$ cat src/rtl/ipu_pkg.sv
// Shared image-pipeline types: coordinate width and the packed (X,Y) pair
// exchanged between the detector and its consumers.
package ipu_pkg;

  localparam int COORD_W = 11;

  typedef struct packed {
    logic [COORD_W-1:0] x;
    logic [COORD_W-1:0] y;
  } coord_t;

endpackage

$ cat src/rtl/coord_readout_if.sv
// Detector-stream input, reader handshake and status outputs of coord_readout.
// The master side drives the detector/reader strobes; the slave side is the block.
interface coord_readout_if
  import ipu_pkg::*;
#(
  parameter int DEPTH = 8,
  parameter int OVF_W = 8
);

  localparam int CNT_W = $clog2(DEPTH) + 1;

  logic [COORD_W-1:0] iX;
  logic [COORD_W-1:0] iY;
  logic               iDVAL;
  logic               iRD;
  logic               iClrOvf;
  logic [COORD_W-1:0] oRdX;
  logic [COORD_W-1:0] oRdY;
  logic               oRdVAL;
  logic               oFull;
  logic [CNT_W-1:0]   oCount;
  logic [COORD_W-1:0] oLastX;
  logic [COORD_W-1:0] oLastY;
  logic               oOvf;
  logic [OVF_W-1:0]   oOvfCnt;
  logic               oStale;

  modport slave (
    input  iX, iY, iDVAL, iRD, iClrOvf,
    output oRdX, oRdY, oRdVAL, oFull, oCount, oLastX, oLastY, oOvf, oOvfCnt, oStale
  );

  modport master (
    output iX, iY, iDVAL, iRD, iClrOvf,
    input  oRdX, oRdY, oRdVAL, oFull, oCount, oLastX, oLastY, oOvf, oOvfCnt, oStale
  );

endinterface

$ cat src/rtl/coord_readout_fifo.sv
// First-word-fall-through FIFO with a registered head word, so dout/dVal/full/count
// all come straight from flops. Occupancy is tracked by its own counter.
module sync_fifo_fwft #(
  parameter int WIDTH = 22,
  parameter int DEPTH = 8
) (
  input  logic                   clk,
  input  logic                   rstN,
  input  logic                   wrReq,
  input  logic [WIDTH-1:0]       din,
  input  logic                   rdReq,
  output logic [WIDTH-1:0]       dout,
  output logic                   dVal,
  output logic                   full,
  output logic [$clog2(DEPTH):0] count
);

  localparam int PTR_W = $clog2(DEPTH);

  logic [WIDTH-1:0] mem [DEPTH];
  logic [PTR_W-1:0] wrPtr;
  logic [PTR_W-1:0] rdPtr;
  logic [PTR_W-1:0] rdPtrNxt;
  logic [PTR_W:0]   countNxt;
  logic [WIDTH-1:0] headNxt;
  logic             push;
  logic             pop;

  always_comb begin
    pop      = rdReq && dVal;
    push     = wrReq && (!full || pop);
    rdPtrNxt = rdPtr + PTR_W'(pop);
    countNxt = count + (PTR_W+1)'(push) - (PTR_W+1)'(pop);
    headNxt  = '0;
    // The only time the new head is the word being written is when it lands alone
    if (countNxt != '0) begin
      headNxt = (push && (wrPtr == rdPtrNxt)) ? din : mem[rdPtrNxt];
    end
  end

  always_ff @(posedge clk) begin
    if (push) mem[wrPtr] <= din;
  end

  always_ff @(posedge clk or negedge rstN) begin
    if (!rstN) begin
      wrPtr <= '0;
      rdPtr <= '0;
      count <= '0;
      dVal  <= 1'b0;
      full  <= 1'b0;
      dout  <= '0;
    end else begin
      wrPtr <= wrPtr + PTR_W'(push);
      rdPtr <= rdPtrNxt;
      count <= countNxt;
      dVal  <= (countNxt != '0);
      full  <= (countNxt == (PTR_W+1)'(DEPTH));
      dout  <= headNxt;
    end
  end

endmodule

$ cat src/rtl/coord_readout.sv
// Consumer end of the detected-coordinate stream: FWFT buffer for the reader,
// newest-point register, saturating drop counter and a stale-tracker timer.
module coord_readout
  import ipu_pkg::*;
#(
  parameter int DEPTH     = 8,
  parameter int STALE_CYC = 2500000,
  parameter int OVF_W     = 8
) (
  input  logic            iCLK,
  input  logic            iRST,
  coord_readout_if.slave  bus
);

  localparam int STALE_W = $clog2(STALE_CYC + 1);

  coord_t             wrData;
  coord_t             rdData;
  logic               drop;
  logic [COORD_W-1:0] lastX;
  logic [COORD_W-1:0] lastY;
  logic               ovf;
  logic [OVF_W-1:0]   ovfCnt;
  logic [STALE_W-1:0] staleCnt;
  logic               stale;

  function automatic logic [OVF_W-1:0] satInc(input logic [OVF_W-1:0] v);
    return (&v) ? v : v + 1'b1;
  endfunction

  assign wrData = {bus.iX, bus.iY};

  sync_fifo_fwft #(
    .WIDTH ($bits(coord_t)),
    .DEPTH (DEPTH)
  ) uFifo (
    .clk   (iCLK),
    .rstN  (iRST),
    .wrReq (bus.iDVAL),
    .din   (wrData),
    .rdReq (bus.iRD),
    .dout  (rdData),
    .dVal  (bus.oRdVAL),
    .full  (bus.oFull),
    .count (bus.oCount)
  );

  // A pop in the same cycle frees the slot, so a full FIFO only drops without one
  assign drop = bus.iDVAL && bus.oFull && !(bus.iRD && bus.oRdVAL);

  always_ff @(posedge iCLK or negedge iRST) begin
    if (!iRST) begin
      lastX    <= '0;
      lastY    <= '0;
      ovf      <= 1'b0;
      ovfCnt   <= '0;
      staleCnt <= '0;
      stale    <= 1'b1;
    end else begin
      if (bus.iDVAL) begin
        lastX <= bus.iX;
        lastY <= bus.iY;
      end
      if (bus.iClrOvf) begin
        ovf    <= 1'b0;
        ovfCnt <= '0;
      end else if (drop) begin
        ovf    <= 1'b1;
        ovfCnt <= satInc(ovfCnt);
      end
      if (bus.iDVAL) begin
        staleCnt <= '0;
        stale    <= 1'b0;
      end else if (staleCnt != STALE_W'(STALE_CYC)) begin
        staleCnt <= staleCnt + 1'b1;
        if (staleCnt == STALE_W'(STALE_CYC - 1)) stale <= 1'b1;
      end
    end
  end

  assign bus.oRdX    = rdData.x;
  assign bus.oRdY    = rdData.y;
  assign bus.oLastX  = lastX;
  assign bus.oLastY  = lastY;
  assign bus.oOvf    = ovf;
  assign bus.oOvfCnt = ovfCnt;
  assign bus.oStale  = stale;

endmodule

$ cat src/flat_wrapper.sv
// flat-port wrapper written by rule: the top's interface ports become plain ports
module coord_readout_flat import ipu_pkg::*;
#(
  parameter int DEPTH     = 8,
  parameter int STALE_CYC = 2500000,
  parameter int OVF_W     = 8
)
  (iCLK, iRST, bus_iX, bus_iY, bus_iDVAL, bus_iRD, bus_iClrOvf, bus_oRdX, bus_oRdY, bus_oRdVAL, bus_oFull, bus_oCount, bus_oLastX, bus_oLastY, bus_oOvf, bus_oOvfCnt, bus_oStale);
  coord_readout_if #(.DEPTH(DEPTH), .OVF_W(OVF_W)) bus_i ();
  input  logic iCLK;
  input  logic iRST;
  input wire logic [$bits(bus_i.iX)-1:0] bus_iX;
  input wire logic [$bits(bus_i.iY)-1:0] bus_iY;
  input wire logic [$bits(bus_i.iDVAL)-1:0] bus_iDVAL;
  input wire logic [$bits(bus_i.iRD)-1:0] bus_iRD;
  input wire logic [$bits(bus_i.iClrOvf)-1:0] bus_iClrOvf;
  output wire logic [$bits(bus_i.oRdX)-1:0] bus_oRdX;
  output wire logic [$bits(bus_i.oRdY)-1:0] bus_oRdY;
  output wire logic [$bits(bus_i.oRdVAL)-1:0] bus_oRdVAL;
  output wire logic [$bits(bus_i.oFull)-1:0] bus_oFull;
  output wire logic [$bits(bus_i.oCount)-1:0] bus_oCount;
  output wire logic [$bits(bus_i.oLastX)-1:0] bus_oLastX;
  output wire logic [$bits(bus_i.oLastY)-1:0] bus_oLastY;
  output wire logic [$bits(bus_i.oOvf)-1:0] bus_oOvf;
  output wire logic [$bits(bus_i.oOvfCnt)-1:0] bus_oOvfCnt;
  output wire logic [$bits(bus_i.oStale)-1:0] bus_oStale;
  assign bus_i.iX = bus_iX;
  assign bus_i.iY = bus_iY;
  assign bus_i.iDVAL = bus_iDVAL;
  assign bus_i.iRD = bus_iRD;
  assign bus_i.iClrOvf = bus_iClrOvf;
  assign bus_oRdX = bus_i.oRdX;
  assign bus_oRdY = bus_i.oRdY;
  assign bus_oRdVAL = bus_i.oRdVAL;
  assign bus_oFull = bus_i.oFull;
  assign bus_oCount = bus_i.oCount;
  assign bus_oLastX = bus_i.oLastX;
  assign bus_oLastY = bus_i.oLastY;
  assign bus_oOvf = bus_i.oOvf;
  assign bus_oOvfCnt = bus_i.oOvfCnt;
  assign bus_oStale = bus_i.oStale;
  coord_readout #(.DEPTH(DEPTH), .STALE_CYC(STALE_CYC), .OVF_W(OVF_W)) u_core (.iCLK(iCLK), .iRST(iRST), .bus(bus_i));
endmodule
$ cat config.mk
export PLATFORM = sky130hd
export DESIGN_NAME = coord_readout_flat
export DESIGN_NICKNAME = d
export VERILOG_FILES = /design/src/rtl/ipu_pkg.sv /design/src/rtl/coord_readout_if.sv /design/src/rtl/coord_readout_fifo.sv /design/src/rtl/coord_readout.sv /design/src/flat_wrapper.sv
export SDC_FILE = /design/constraint.sdc
export NUM_CORES = 1
export LEC_CHECK = 0
export CAP_MARGIN = 20
export CORE_MARGIN = 2
export CORE_UTILIZATION = 45
export CTS_CLUSTER_SIZE = 14
export DETAILED_ROUTE_END_ITERATION = 10
export PLACE_DENSITY_LB_ADDON = 0.12
export SETUP_SLACK_MARGIN = 0.5
export SYNTH_ARGS = -nofsm -noshare
export SYNTH_HDL_FRONTEND = slang
export SYNTH_HIERARCHICAL = 1
export SYNTH_SLANG_ARGS = --single-unit
export TNS_END_PERCENT = 50
$ cat constraint.sdc
create_clock -name iCLK -period 3.55 [get_ports iCLK]
set_clock_uncertainty 0.05 [all_clocks]
set_input_delay 0.5325 -clock iCLK [delete_from_list [all_inputs] [get_ports iCLK]]
set_output_delay 0.5325 -clock iCLK [all_outputs]
set_load 0.02 [all_outputs]
==> results_dict.tcl, run 1 <==
set metrics [dict create \
    run_status "finished, final reports clean" \
    initial_core_util_pct 45.6 \
    clockBufferDepth 3 \
    grt_pass1_wl_mm 35.9 \
    synth_cell_types 49 \
    endpoint_kind "register" \
    synth-seq-cells 264 \
    cp.required_ns 3.91 \
    n_antenna_cell 0 \
    fin_util_pct 55.5 \
    routed_wirelength_mm 22.6 \
    dp_hpwl_mm 12.9 \
    p_sw_mw 3.35 \
    vias 5947 \
    grt_overflow 0 \
    routed_via_density 5.56 \
    netlist_area_um2 10700 \
    wl_per_cell_um 21.2 \
    num-nets-final 767 \
    synth_edf_count 176 \
    power_mw 10.7 \
    die-area_um2 25000 \
    mostFrequentLayoutCell "edfxtp_1" \
    finalSetupViolations 0 \
    cp_data_arrival_time_ns 3.16 \
    crit_fanout 23 \
    cts_tree "built" \
    sw_frac_of_total_pct 31.4 \
    reg2reg_from "u_core/uFifo/full" \
    crit_start "bus_iRD" \
    syn2layout_area_growth_pct 21.7 \
    fp.dieH_um 158 \
    core-area_um2 23400 \
    fp-row-count 56 \
    cts_root_buf "clkbuf_16" \
    path_clk_slew_ns 0.06 \
    hold_class "in2async" \
    fill_cells 1878 \
    yosysSeqAreaShare_pct 70.1 \
    drc 0 \
    rsz0062_at_grt "false" \
    fmax_mhz 358 \
    clk_latency_ns 0.54 \
    maxCapViolations 0 \
    grt_use_total_pct 18.9 \
    antenna_found_initial 0 \
    synth_fp_nets 656 \
    power.density_nw_per_um2 821 \
    pwr-share-clk_pct 25.8 \
    cts_resized 0 \
    drv_slew 0 \
    dieWidth_um 158 \
    relSlewSlack_pct 25.6 \
    cts_max_level 1 \
    p_int_mw 7.31 \
    setup.worst_path.start_class "input port" \
    layout_common_cells "edfxtp_1 (176), dfrtp_1 (87), clkdlybuf4s50_1 (84)" \
    place_inst 1015 \
    drtIter0Drc 403 \
    p_comb_share_pct 36.0 \
    grt_max_degree 80 \
    cts_made_buffers 28 \
    hold_viol 0 \
    setup_tns_ns 0 \
    async_flop_share_pct 33.3 \
    syn_area_per_cell_um2 17.3 \
    synth_cells 617 \
    power.leakage_nw 4.71 \
    grt_pass1_vias 6283 \
    finalCritPeriodShare_pct 78.7 \
    antenna_left 0 \
    post-route-min-period_ns 2.79 \
    ir_drop_mv 0.649 \
    numPortBuffers 86 \
    tightestPinTransition_ns 1.09 \
    final_cells 1069 \
    seqPwrFrac_pct 38.2 \
    drive_above_1_share_pct 20.1 \
    yosys_warnings 6 \
    gp_congestion 0.803 \
    dr.pass1.iters 5 \
    synth_top_flop_cell "edfxtp_1" \
    critPathKind "in2reg" \
    top_level_ports 87 \
    cts_sinks 264 \
]
[layout make-up]
cell class	instances	area, µm²	share of cell area, %
inverter	15	56.3	0.433
clock buffer	43	797	6.13
multi-input combinational	309	3060	23.5
tap	319	399	3.07
timing repair buffer	110	1120	8.61
clock inverter	9	77.6	0.597
sequential	264	7490	57.6
[kinds of logic after synthesis]
logic type,count (synthesis),synth area share (%)
compound gates,75,4.88
mux,94,14.3
xor+xnor,18,1.62
flops,264,70.1
fa+ha+maj,12,1.48
simple gates,110,5.71
buf+inv,44,1.90
[power by group through the flow]
stage,Sequential (mW),Clock (mW),Combinational (mW)
floorplan,4.29,0,2.36
global placement,4.13,0,3.80
detailed placement,4.14,0,3.88
CTS,4.09,2.84,3.89
global route,4.13,2.97,4.17
finish,4.08,2.75,3.84
[repair_timing]
action	CTS	global route
setup buffers	0	0
hold endpoints to repair	0	25
hold buffers	0	1
[path summary, 6_finish.rpt]
check | endpoint | slack [ns] | cells past startpoint
worst max-delay path | u_core/uFifo/dout[5] | 0.76 | 13
worst min-delay path | u_core/bus.oLastX[2] | 0.41 | 2
worst max register to register | u_core/uFifo/dout[5] | 0.80 | 12
worst min register to register | u_core/bus.oLastY[10] | 0.45 | 1
max in group asynchronous | u_core/bus.oOvfCnt[5] | 2.17 | 4
min in group iCLK | u_core/bus.oLastY[10] | 0.45 | 1
[Yosys cell counts, types with 12 or more instances]
| master | count | area, µm² |
|---|---|---|
| mux2i_1 | 24 | 240 |
| a21oi_1 | 13 | 65.1 |
| inv_1 | 15 | 56.3 |
| edfxtp_1 | 176 | 5290 |
| dfrtp_1 | 87 | 2180 |
| xnor2_1 | 12 | 105 |
| mux4_2 | 44 | 991 |
| o21ai_0 | 29 | 145 |
| mux2_2 | 25 | 282 |
| clkbuf_1 | 12 | 45.0 |
| nor2_1 | 24 | 90.1 |
| nand3_1 | 13 | 65.1 |
| o211a_1 | 23 | 230 |
| nand2_1 | 14 | 52.6 |
[state kept, by name (all words and copies together), names as in the netlist, 3 cells and up]
| register | count |
|---|---|
| u_core/bus.oLastX | 11 |
| u_core/uFifo/dout | 22 |
| u_core/uFifo/count | 4 |
| u_core/staleCnt | 22 |
| u_core/uFifo/rdPtr | 3 |
| u_core/uFifo/mem | 176 |
| u_core/bus.oLastY | 11 |
| u_core/uFifo/wrPtr | 3 |
| u_core/bus.oOvfCnt | 8 |
[per-stage QoR]
stage	hold WS, ns	setup slack, ns	area, µm²
5_1_grt	0.453	0.595	13000
6_report	0.411	0.755	13000
3_3_place_gp	0.438	0.292	12100
3_5_place_dp	0.444	0.215	12100
4_1_cts	0.199	0.770	13000
2_1_floorplan	0.187	0.530	10700
[layer usage]
layer / GRT usage, % / routed length [µm] / vias to the layer above
met4: 4.72 / 374 / 0
met3: 3.07 / 1100 / 32
met2: 32.2 / 11300 / 152
met1: 25.6 / 9810 / 3130
met5: 0 / 0 / -
li1: - / - / 2633
[critical path: stages]
cell	delay, ns
clkdlybuf4s50_1	0.53
a21bo_2	0.16
nand2_1	0.07
ha_1	0.27
inv_1	0.06
ha_1	0.16
inv_1	0.06
fa_1	0.48
inv_1	0.05
nor3_1	0.27
o21ai_2	0.09
buf_4	0.26
o211a_1	0.16
(Power assumes the default switching activity.)
==> inputs of run 2 (changes only) <==
==> constraint.sdc (replaced) <==
create_clock -name iCLK -period 2.4 [get_ports iCLK]
set_clock_uncertainty 0.05 [all_clocks]
set_input_delay 0.36 -clock iCLK [delete_from_list [all_inputs] [get_ports iCLK]]
set_output_delay 0.36 -clock iCLK [all_outputs]
set_load 0.02 [all_outputs]
==> run 2 against run 1 <==
The flow now finishes with violations (setup timing). Global-route usage is 0.42 points higher. Final cell count is 4.7% higher. Wire length is 6.6% higher. Critical path depth is 1 lower. Power is 64% higher. Hold slack worse by 0.14 ns. Register-to-register slack worse by 0.86 ns. Critical path type is now reg2reg. Critical endpoint is now u_core/uFifo/dout[3]. Largest power group is now combinational cells.
==> results_dict.tcl, run 2 (synthesized netlist as in run 1, its figures left out) <==
set metrics [dict create \
    run_status "finished with violations" \
    violations "setup timing" \
    grt_pass1_wl_mm 36.4 \
    grt_use_total_pct 19.3 \
    hold_viol 0 \
    gp_congestion 0.797 \
    power.density_nw_per_um2 1240 \
    tightestPinTransition_ns 0.469 \
    reg2reg_slack_ns -0.06 \
    largestRegisters "u_core/uFifo/mem: 176 flops, u_core/staleCnt: 22 flops, u_core/uFifo/dout: 22 flops" \
    hold_class "in2async" \
    r2r-end "u_core/uFifo/dout[3]" \
    top_register "u_core/uFifo/mem" \
    finalCritPeriodShare_pct 103 \
    dieWidth_um 158 \
    cp.required_ns 2.76 \
    fmax_mhz 406 \
    cp_data_arrival_time_ns 2.82 \
    cts_made_buffers 28 \
    mostFrequentLayoutCell "edfxtp_1" \
    crit_fanout 23 \
    antenna_found_initial 0 \
    syn2layout_area_growth_pct 32.0 \
    setup_tns_ns -0.932 \
    maxCapViolations 0 \
    path_clk_slew_ns 0.06 \
    power_mw 17.5 \
    critPathKind "reg2reg" \
    finalSetupViolations 22 \
    routed_via_density 5.41 \
    cts_sinks 264 \
    r2r_cells 12 \
    clk_latency_ns 0.53 \
    setup_ws_ns -0.0641 \
    dr.pass1.iters 4 \
    largest_register_ffs 176 \
    holdWs_ns 0.269 \
    wl_per_cell_um 21.6 \
    antenna_left 0 \
    cts_root_buf "clkbuf_16" \
    grt_max_degree 38 \
    layout_common_cells "edfxtp_1 (176), dfrtp_1 (82), dlygate4sd2_1 (53)" \
    relSlewSlack_pct 68.7 \
    reg2reg_from "u_core/uFifo/dVal" \
    cts_tree "built" \
    top_level_ports 87 \
    grt_pass1_vias 6254 \
    drv_slew 0 \
    die-area_um2 25000 \
    setup.worst_path.start_class "register" \
    fp-row-count 56 \
    initial_core_util_pct 45.6 \
    dp_hpwl_mm 14.5 \
    post-route-min-period_ns 2.46 \
    power.leakage_nw 5.33 \
    num-nets-final 817 \
    drive_above_1_share_pct 31.3 \
    n_antenna_cell 0 \
    clockBufferDepth 3 \
    drtIter0Drc 393 \
    numPortBuffers 86 \
    rsz0062_at_grt "true" \
    ir_drop_mv 0.642 \
    fin_util_pct 60.2 \
    core-area_um2 23400 \
    cts_max_level 1 \
    fp.dieH_um 158 \
    endpoint_kind "register" \
    routed_wirelength_mm 24.1 \
    vias 6057 \
    grt_overflow 0 \
    drc 0 \
]
run 2: where the power goes:
group / switching [mW] / internal [mW] / total [mW]
Combinational: 3.29 / 3.26 / 6.54
Sequential: 0.328 / 5.70 / 6.03
Clock: 1.76 / 3.18 / 4.94
Total: 5.37 / 12.1 / 17.5
run 2: per-layer routing:
metal | vias to the layer above | GRT usage [%] | wire, µm
met5 | - | 0 | 0
met2 | 153 | 33.4 | 12300
met1 | 3130 | 25.9 | 10200
li1 | 2735 | - | -
met3 | 39 | 2.71 | 1220
met4 | 0 | 5.11 | 443
run 2: per-stage QoR:
| stage | cell area, µm² | cells | setup slack, ns |
|---|---|---|---|
| after floorplan | 10800 | 617 | -0.0324 |
| after CTS | 13700 | 1100 | -0.0597 |
| after global routing | 14100 | 1119 | -0.132 |
| after detailed placement | 12500 | 1037 | -0.515 |
| after global placement | 12500 | 1037 | -0.458 |
| final | 14100 | 1119 | -0.0641 |
run 2: final cells by class:
type | count | area [µm²]
Fill cell | 1820 | 9310
Tap cell | 319 | 399
Inverter | 15 | 68.8
Clock buffer | 33 | 781
Timing Repair Buffer | 160 | 1730
Sequential cell | 264 | 7490
Clock inverter | 19 | 312
Multi-Input combinational cell | 309 | 3310
run 2: how the worst max path moves through the flow:
| stage | from | end | slack, ns | cells after the start |
|---|---|---|---|---|
| 6_report | u_core/uFifo/dVal | u_core/uFifo/dout[3] | -0.06 | 12 |
| 5_1_grt | u_core/uFifo/dVal | u_core/uFifo/dout[10] | -0.13 | 12 |
| 4_1_cts | u_core/uFifo/dVal | u_core/uFifo/dout[14] | -0.06 | 12 |
| 3_5_place_dp | bus_iRD | u_core/uFifo/dout[10] | -0.52 | 12 |
| 3_3_place_gp | bus_iRD | u_core/uFifo/dout[19] | -0.46 | 12 |
| 2_1_floorplan | u_core/uFifo/dVal | u_core/uFifo/dout[10] | -0.03 | 12 |
run 2: timing repair:
| item | in CTS | in global routing |
|---|---|---|
| endpoints found under the setup margin | 87 | 135 |
| cloned | 0 | 4 |
| buffers inserted | 10 | 15 |
| hold endpoints to repair | 29 | 0 |
| hold buffers | 1 | 0 |
| gates resized for setup | 74 | 61 |
| pin swaps | 7 | 22 |
run 2: worst max-delay path: stages, from the launching register on:
cell	delay, ns
dfrtp_2	0.42
a21bo_4	0.25
nand2_8	0.07
ha_4	0.20
inv_2	0.06
ha_4	0.13
inv_2	0.04
fa_2	0.52
inv_2	0.05
nor3_4	0.17
o21ai_2	0.09
buf_12	0.17
o211a_1	0.13
